[config.mk]
export PLATFORM = sky130hd
export DESIGN_NAME = display_refresh_ctrl
export DESIGN_NICKNAME = d
export VERILOG_FILES = /design/src/rtl/display_ctrl_pkg.sv /design/src/rtl/brightness_pwm.sv /design/src/rtl/display_refresh_ctrl.sv
export SDC_FILE = /design/constraint.sdc
export NUM_CORES = 1
export LEC_CHECK = 0
export ABC_AREA = 1
export BUFFER_PORTS_ARGS = -buffer_cell sky130_fd_sc_hd__buf_2
export CORE_AREA = 2 2 46 48
export DETAILED_ROUTE_END_ITERATION = 10
export DIE_AREA = 0 0 48 50
export HOLD_SLACK_MARGIN = 0.08
export MAX_ROUTING_LAYER = met4
export PLACE_DENSITY = 0.88
export RECOVER_POWER = 50
export SLEW_MARGIN = 10
export SYNTH_ARGS = -nofsm -noshare
export SYNTH_HDL_FRONTEND = slang
export SYNTH_SLANG_ARGS = --single-unit
export TNS_END_PERCENT = 20
[constraint.sdc]
create_clock -name i_clk -period 2.5 [get_ports i_clk]
set_clock_uncertainty 0.05 [all_clocks]
set_input_delay 0.375 -clock i_clk [delete_from_list [all_inputs] [get_ports i_clk]]
set_output_delay 0.375 -clock i_clk [all_outputs]
set_load 0.02 [all_outputs]
[src/rtl/display_ctrl_pkg.sv]
// Shared encodings for the display refresh controller: FSM states,
// set-mode field selection and the per-field blank mask layout.
package display_ctrl_pkg;

    typedef enum logic [1:0] {
        ST_IDLE      = 2'd0,
        ST_WAIT_RISE = 2'd1,
        ST_WAIT_FALL = 2'd2
    } state_t;

    typedef enum logic [1:0] {
        MODE_NONE    = 2'd0,
        MODE_HOURS   = 2'd1,
        MODE_MINUTES = 2'd2,
        MODE_SECONDS = 2'd3
    } set_mode_t;

    localparam int BLANK_HOURS_BIT   = 2;
    localparam int BLANK_MINUTES_BIT = 1;
    localparam int BLANK_SECONDS_BIT = 0;

    // One-hot blank for the field being set, only while the blink phase is on.
    function automatic logic [2:0] blank_mask(input logic [1:0] mode, input logic phase);
        logic [2:0] mask;
        mask = '0;
        if (phase) begin
            case (set_mode_t'(mode))
                MODE_HOURS:   mask[BLANK_HOURS_BIT]   = 1'b1;
                MODE_MINUTES: mask[BLANK_MINUTES_BIT] = 1'b1;
                MODE_SECONDS: mask[BLANK_SECONDS_BIT] = 1'b1;
                default:      mask = '0;
            endcase
        end
        return mask;
    endfunction

endpackage

[src/rtl/brightness_pwm.sv]
// Frame-based brightness PWM: a 4-bit frame counter stepped once per
// completed frame, compared against the requested duty (frames per 16).
module brightness_pwm (
    input  logic       i_clk,
    input  logic       i_reset_n,
    input  logic       i_advance,
    input  logic [3:0] i_brightness,
    output logic       o_frame_en
);

    logic [3:0] frame_cnt;

    // Frame counter: steps on each completed frame, wrapping 15 -> 0.
    always_ff @(posedge i_clk or negedge i_reset_n) begin
        if (!i_reset_n) begin
            frame_cnt <= '0;
        end else if (i_advance) begin
            frame_cnt <= frame_cnt + 4'd1;
        end
    end

    // Full brightness never blanks; otherwise the first i_brightness frames are lit.
    assign o_frame_en = (i_brightness == 4'hF) || (frame_cnt < i_brightness);

endmodule

[src/rtl/display_refresh_ctrl.sv]
// Display refresh controller: coalesces refresh/time/blink/mode requests into
// a single pending flag, issues one start strobe per frame to the serial
// datapath and tracks its busy handshake with a rise watchdog.
module display_refresh_ctrl
    import display_ctrl_pkg::*;
#(
    parameter int BUSY_TIMEOUT = 64
) (
    input  logic       i_clk,
    input  logic       i_reset_n,
    input  logic       i_refresh_stb,
    input  logic       i_time_stb,
    input  logic       i_blink_stb,
    input  logic [1:0] i_set_mode,
    input  logic [3:0] i_brightness,
    input  logic       i_busy,
    output logic       o_start_stb,
    output logic       o_display_en,
    output logic [2:0] o_field_blank,
    output logic       o_timeout
);

    localparam int                TCNT_W    = $clog2(BUSY_TIMEOUT + 1);
    localparam logic [TCNT_W-1:0] TCNT_LAST = TCNT_W'(BUSY_TIMEOUT - 1);

    state_t            state;
    state_t            state_nxt;
    logic              pending;
    logic              blink_phase;
    logic [1:0]        set_mode_q;
    logic [TCNT_W-1:0] tcnt;
    logic              request;
    logic              busy_fall;
    logic              timeout_hit;
    logic              tcnt_expired;
    logic              frame_en;

    assign request      = i_refresh_stb | i_time_stb | i_blink_stb | (i_set_mode != set_mode_q);
    assign tcnt_expired = (tcnt == TCNT_LAST);

    // State register.
    always_ff @(posedge i_clk or negedge i_reset_n) begin
        if (!i_reset_n) begin
            state <= ST_IDLE;
        end else begin
            // NOTE: non-blocking so every flop samples pre-edge values regardless of block order.
            state <= state_nxt;
        end
    end

    // Next-state decode, start strobe and handshake events.
    always_comb begin
        // NOTE: defaults first so no branch leaves a signal unassigned and infers a latch.
        state_nxt   = state;
        o_start_stb = 1'b0;
        busy_fall   = 1'b0;
        timeout_hit = 1'b0;
        case (state)
            ST_IDLE: begin
                if (pending) begin
                    o_start_stb = 1'b1;
                    state_nxt   = ST_WAIT_RISE;
                end
            end
            ST_WAIT_RISE: begin
                if (i_busy) begin
                    state_nxt = ST_WAIT_FALL;
                end else if (tcnt_expired) begin
                    timeout_hit = 1'b1;
                    state_nxt   = ST_IDLE;
                end
            end
            ST_WAIT_FALL: begin
                if (!i_busy) begin
                    busy_fall = 1'b1;
                    state_nxt = ST_IDLE;
                end
            end
            default: state_nxt = ST_IDLE;
        endcase
    end

    // Pending flag: a new request wins over the start consuming the old one,
    // so a request landing in the start cycle still earns its own frame.
    always_ff @(posedge i_clk or negedge i_reset_n) begin
        if (!i_reset_n) begin
            pending <= 1'b0;
        end else if (request) begin
            pending <= 1'b1;
        end else if (o_start_stb) begin
            pending <= 1'b0;
        end
    end

    // Request-source history: previous set mode (for change detect) and blink phase.
    always_ff @(posedge i_clk or negedge i_reset_n) begin
        if (!i_reset_n) begin
            set_mode_q  <= 2'd0;
            blink_phase <= 1'b0;
        end else begin
            set_mode_q <= i_set_mode;
            if (i_blink_stb) begin
                blink_phase <= ~blink_phase;
            end
        end
    end

    // Busy-rise watchdog: counts only while waiting for busy, cleared otherwise.
    always_ff @(posedge i_clk or negedge i_reset_n) begin
        if (!i_reset_n) begin
            tcnt <= '0;
        end else if (state == ST_WAIT_RISE && !i_busy && !tcnt_expired) begin
            tcnt <= tcnt + TCNT_W'(1);
        end else begin
            tcnt <= '0;
        end
    end

    // Sticky timeout flag, cleared only by reset.
    always_ff @(posedge i_clk or negedge i_reset_n) begin
        if (!i_reset_n) begin
            o_timeout <= 1'b0;
        end else if (timeout_hit) begin
            o_timeout <= 1'b1;
        end
    end

    // Frame attributes captured by the start strobe and held until the next start.
    always_ff @(posedge i_clk or negedge i_reset_n) begin
        if (!i_reset_n) begin
            o_display_en  <= 1'b0;
            o_field_blank <= 3'b000;
        end else if (o_start_stb) begin
            o_display_en  <= frame_en;
            o_field_blank <= blank_mask(i_set_mode, blink_phase);
        end
    end

    brightness_pwm u_pwm (
        .i_clk        (i_clk),
        .i_reset_n    (i_reset_n),
        .i_advance    (busy_fall),
        .i_brightness (i_brightness),
        .o_frame_en   (frame_en)
    );

endmodule

==> impl_metrics.json <==
{
  "boundaryPins": 18,
  "ys_warn_count": 0,
  "grt_start_max_net_pins": 23,
  "cts-resized-gates": 0,
  "vias_per_cell": 4.96,
  "yosysUniqueCellTypes": 23,
  "seq_power_share": 0.491,
  "syn-num-nets": 125,
  "die_area_sq_um": 2400,
  "rsz0062_at_grt": "false",
  "swShare": 0.385,
  "seq_area_sq_um": 551,
  "setup_violations": 0,
  "leakagePower_nw": 0.601,
  "io_buffers": 17,
  "fin_setup_tns_ps": 0,
  "wl_met1_um": 789,
  "drive_above_1_share": 0.264,
  "die_w_um": 48,
  "grt_pass1_wl_mm": 2.90,
  "hpwl_mm": 1.35,
  "cp_max_fo": 9,
  "ir_worst_vdd_v": 0.000706,
  "slew_headroom": 0.239,
  "crit_chain": "inv_1, nand3_2, inv_2, buf_2",
  "final_cell_mix": "dfrtp_1 (22), nand2_1 (16), inv_1 (14), buf_2 (14), nor2_1 (10)",
  "synth_area_sq_um": 1070,
  "min_path_type": "input port to flip-flop",
  "routed.top_layer": "met4",
  "ctsHoldBuffers": 1,
  "critPathKind": "flip-flop to primary output",
  "num_vias": 774,
  "finalHoldViolations": 0,
  "cts_buffers": 3,
  "cp-start-kind": "flip-flop",
  "multi_input_area_sq_um": 460,
  "synthToLayoutAreaGrowth_pct": 13.8,
  "p_per_area_nw_per_um2": 874,
  "clock_latency_ps": 300,
  "antenna_found_initial": 0,
  "worst_pin_slew_ps": 1140,
  "routed_wl_mm": 1.74,
  "clockPowerShare": 0.145,
  "preCtsSetupSlack_ps": 1150,
  "n_fill_cell": 162,
  "end_kind": "primary output",
  "diodes": 0,
  "slew_viol_final": 0,
  "synthCells": 108,
  "fp.coreArea_sq_um": 1900,
  "ys_seq_area_frac": 0.514,
  "cp.arrival_ps": 1290,
  "layout_min_cycle_time_ps": 1710,
  "finalCritPeriodShare": 0.685,
  "crit_buf_inv": 3,
  "grt_usage": 0.178,
  "wl_per_cell_um": 11.2,
  "fmax_ghz": 0.584,
  "p_comb_frac": 0.364,
  "layout_commonest_cell": "dfrtp_1",
  "postCtsSetupBuffers": 0,
  "start_util": 0.563,
  "cpLargestDelayFamily": "flip-flops",
  "power.switching_mw": 0.410,
  "finalNetCount": 148,
  "cts_tree": "built",
  "wl_met3_um": 70,
  "die_h_um": 50,
  "syn_avg_cell_area_sq_um": 9.92,
  "grt_pass1_vias": 728,
  "clkSlewWorstSetupHoldPaths_ps": 110,
  "slowest_delay_ps": 410,
  "drc": 0,
  "cap_violations": 0,
  "clockRootBuffer": "clkbuf_4",
  "clockBufferDepth": 2,
  "cpMaxStageDelayCell": "dfrtp_1",
  "grt-ovfl-total": 0,
  "dr.pass1.iters": 4,
  "status": "complete, no violations",
  "cts_max_level": 1,
  "num_rows": 16,
  "drtAntennaViolNets": 0,
  "worst_ep_required_time_ps": 2080,
  "drt_first_iter_violations": 10,
  "clkSinkCount": 22,
  "power.internal_mw": 0.655,
  "worst_slack_ps": 787,
  "wl_met2_um": 836,
  "ys_seq_elements": 22,
  "gp_congestion": 0.801
}
## power groups by stage
stage	Combinational, mW	Clock, mW	Sequential (mW)
floorplan	0.256	0	0.554
global placement	0.375	0	0.527
detailed placement	0.394	0	0.533
CTS	0.399	0.160	0.526
global route	0.447	0.175	0.539
finish	0.388	0.154	0.523
## final timing paths
kind / from / endpoint / slack, ps / cells past startpoint
max in group asynchronous: i_reset_n / tcnt[0]$_DFF_PN0_ / 970 / 2
hold reg to reg: o_timeout$_DFFE_PN0P_ / o_timeout$_DFFE_PN0P_ / 440 / 1
min in group asynchronous: i_reset_n / u_pwm.frame_cnt[1]$_DFFE_PN0P_ / 750 / 2
setup reg to reg: tcnt[0]$_DFF_PN0_ / tcnt[0]$_DFF_PN0_ / 1230 / 6
setup / recovery: state[0]$_DFFE_PN0P_ / o_start_stb / 790 / 4
hold / removal: i_set_mode[0] / set_mode_q[0]$_DFF_PN0_ / 200 / 1
## per-layer routing
metal	vias to the layer above	track usage
met1	361	0.209
met2	21	0.278
li1	387	-
met5	-	-
met3	5	0.0330
met4	0	0.0946
## per-stage QoR
step	std cells	instance area, sq um	total power [mW]	hold WS [ps]	utilization
final	156	1220	1.07	197	0.641
after CTS	156	1220	1.08	175	0.643
after detailed placement	152	1190	0.927	312	0.626
after floorplan	108	1070	0.809	29.4	-
after global routing	156	1220	1.16	188	0.641
after global placement	152	1190	0.902	300	0.626
## worst register-to-register path, delay by kind of cell, from the launching register on
kind,cells,cell delay (ps)
adder cells (fa/ha/maj),1,220
AND/OR/NAND/NOR,5,500
flip-flops,1,400
## cell usage after synthesis, drive strengths merged
| master | n | area share |
|---|---|---|
| dfrtp | 22 | 0.51 |
| nand2 | 20 | 0.089 |
| inv | 16 | 0.056 |
| nor2 | 13 | 0.062 |
| nand3 | 9 | 0.061 |
| ha | 5 | 0.058 |
| a21oi | 4 | 0.022 |
| o21ai | 4 | 0.019 |
| xor2 | 4 | 0.033 |
| nor3 | 3 | 0.019 |
| xnor2 | 3 | 0.025 |
| nand4 | 2 | 0.012 |
| mux2 | 1 | 0.014 |
| nand3b | 1 | 0.0070 |
| o21bai | 1 | 0.011 |
## area by class of cell
type / count / share of cell area
flip-flops and latches: 22 / 0.452
repair buffers: 18 / 0.0749
multi-input cells: 70 / 0.378
clock buffers: 3 / 0.0185
well taps: 27 / 0.0277
inverters: 16 / 0.0493
## flip-flops by register name, indices dropped and copies added, names as in the netlist, 2 cells and up
signal	cells
tcnt	7
state	2
u_pwm.frame_cnt	4
o_field_blank	3
set_mode_q	2
## kinds of logic after synthesis
kind of cell | Yosys count | synth area share
xor gates and xnor gates | 7 | 0.0572
adders and majority gates | 5 | 0.0584
muxes | 1 | 0.0140
and+or+nand+nor | 48 | 0.249
AOI/OAI and AO/OA | 9 | 0.0514
DFF | 22 | 0.514
buffers and inverters | 16 | 0.0561
(Power assumes the default switching activity.)
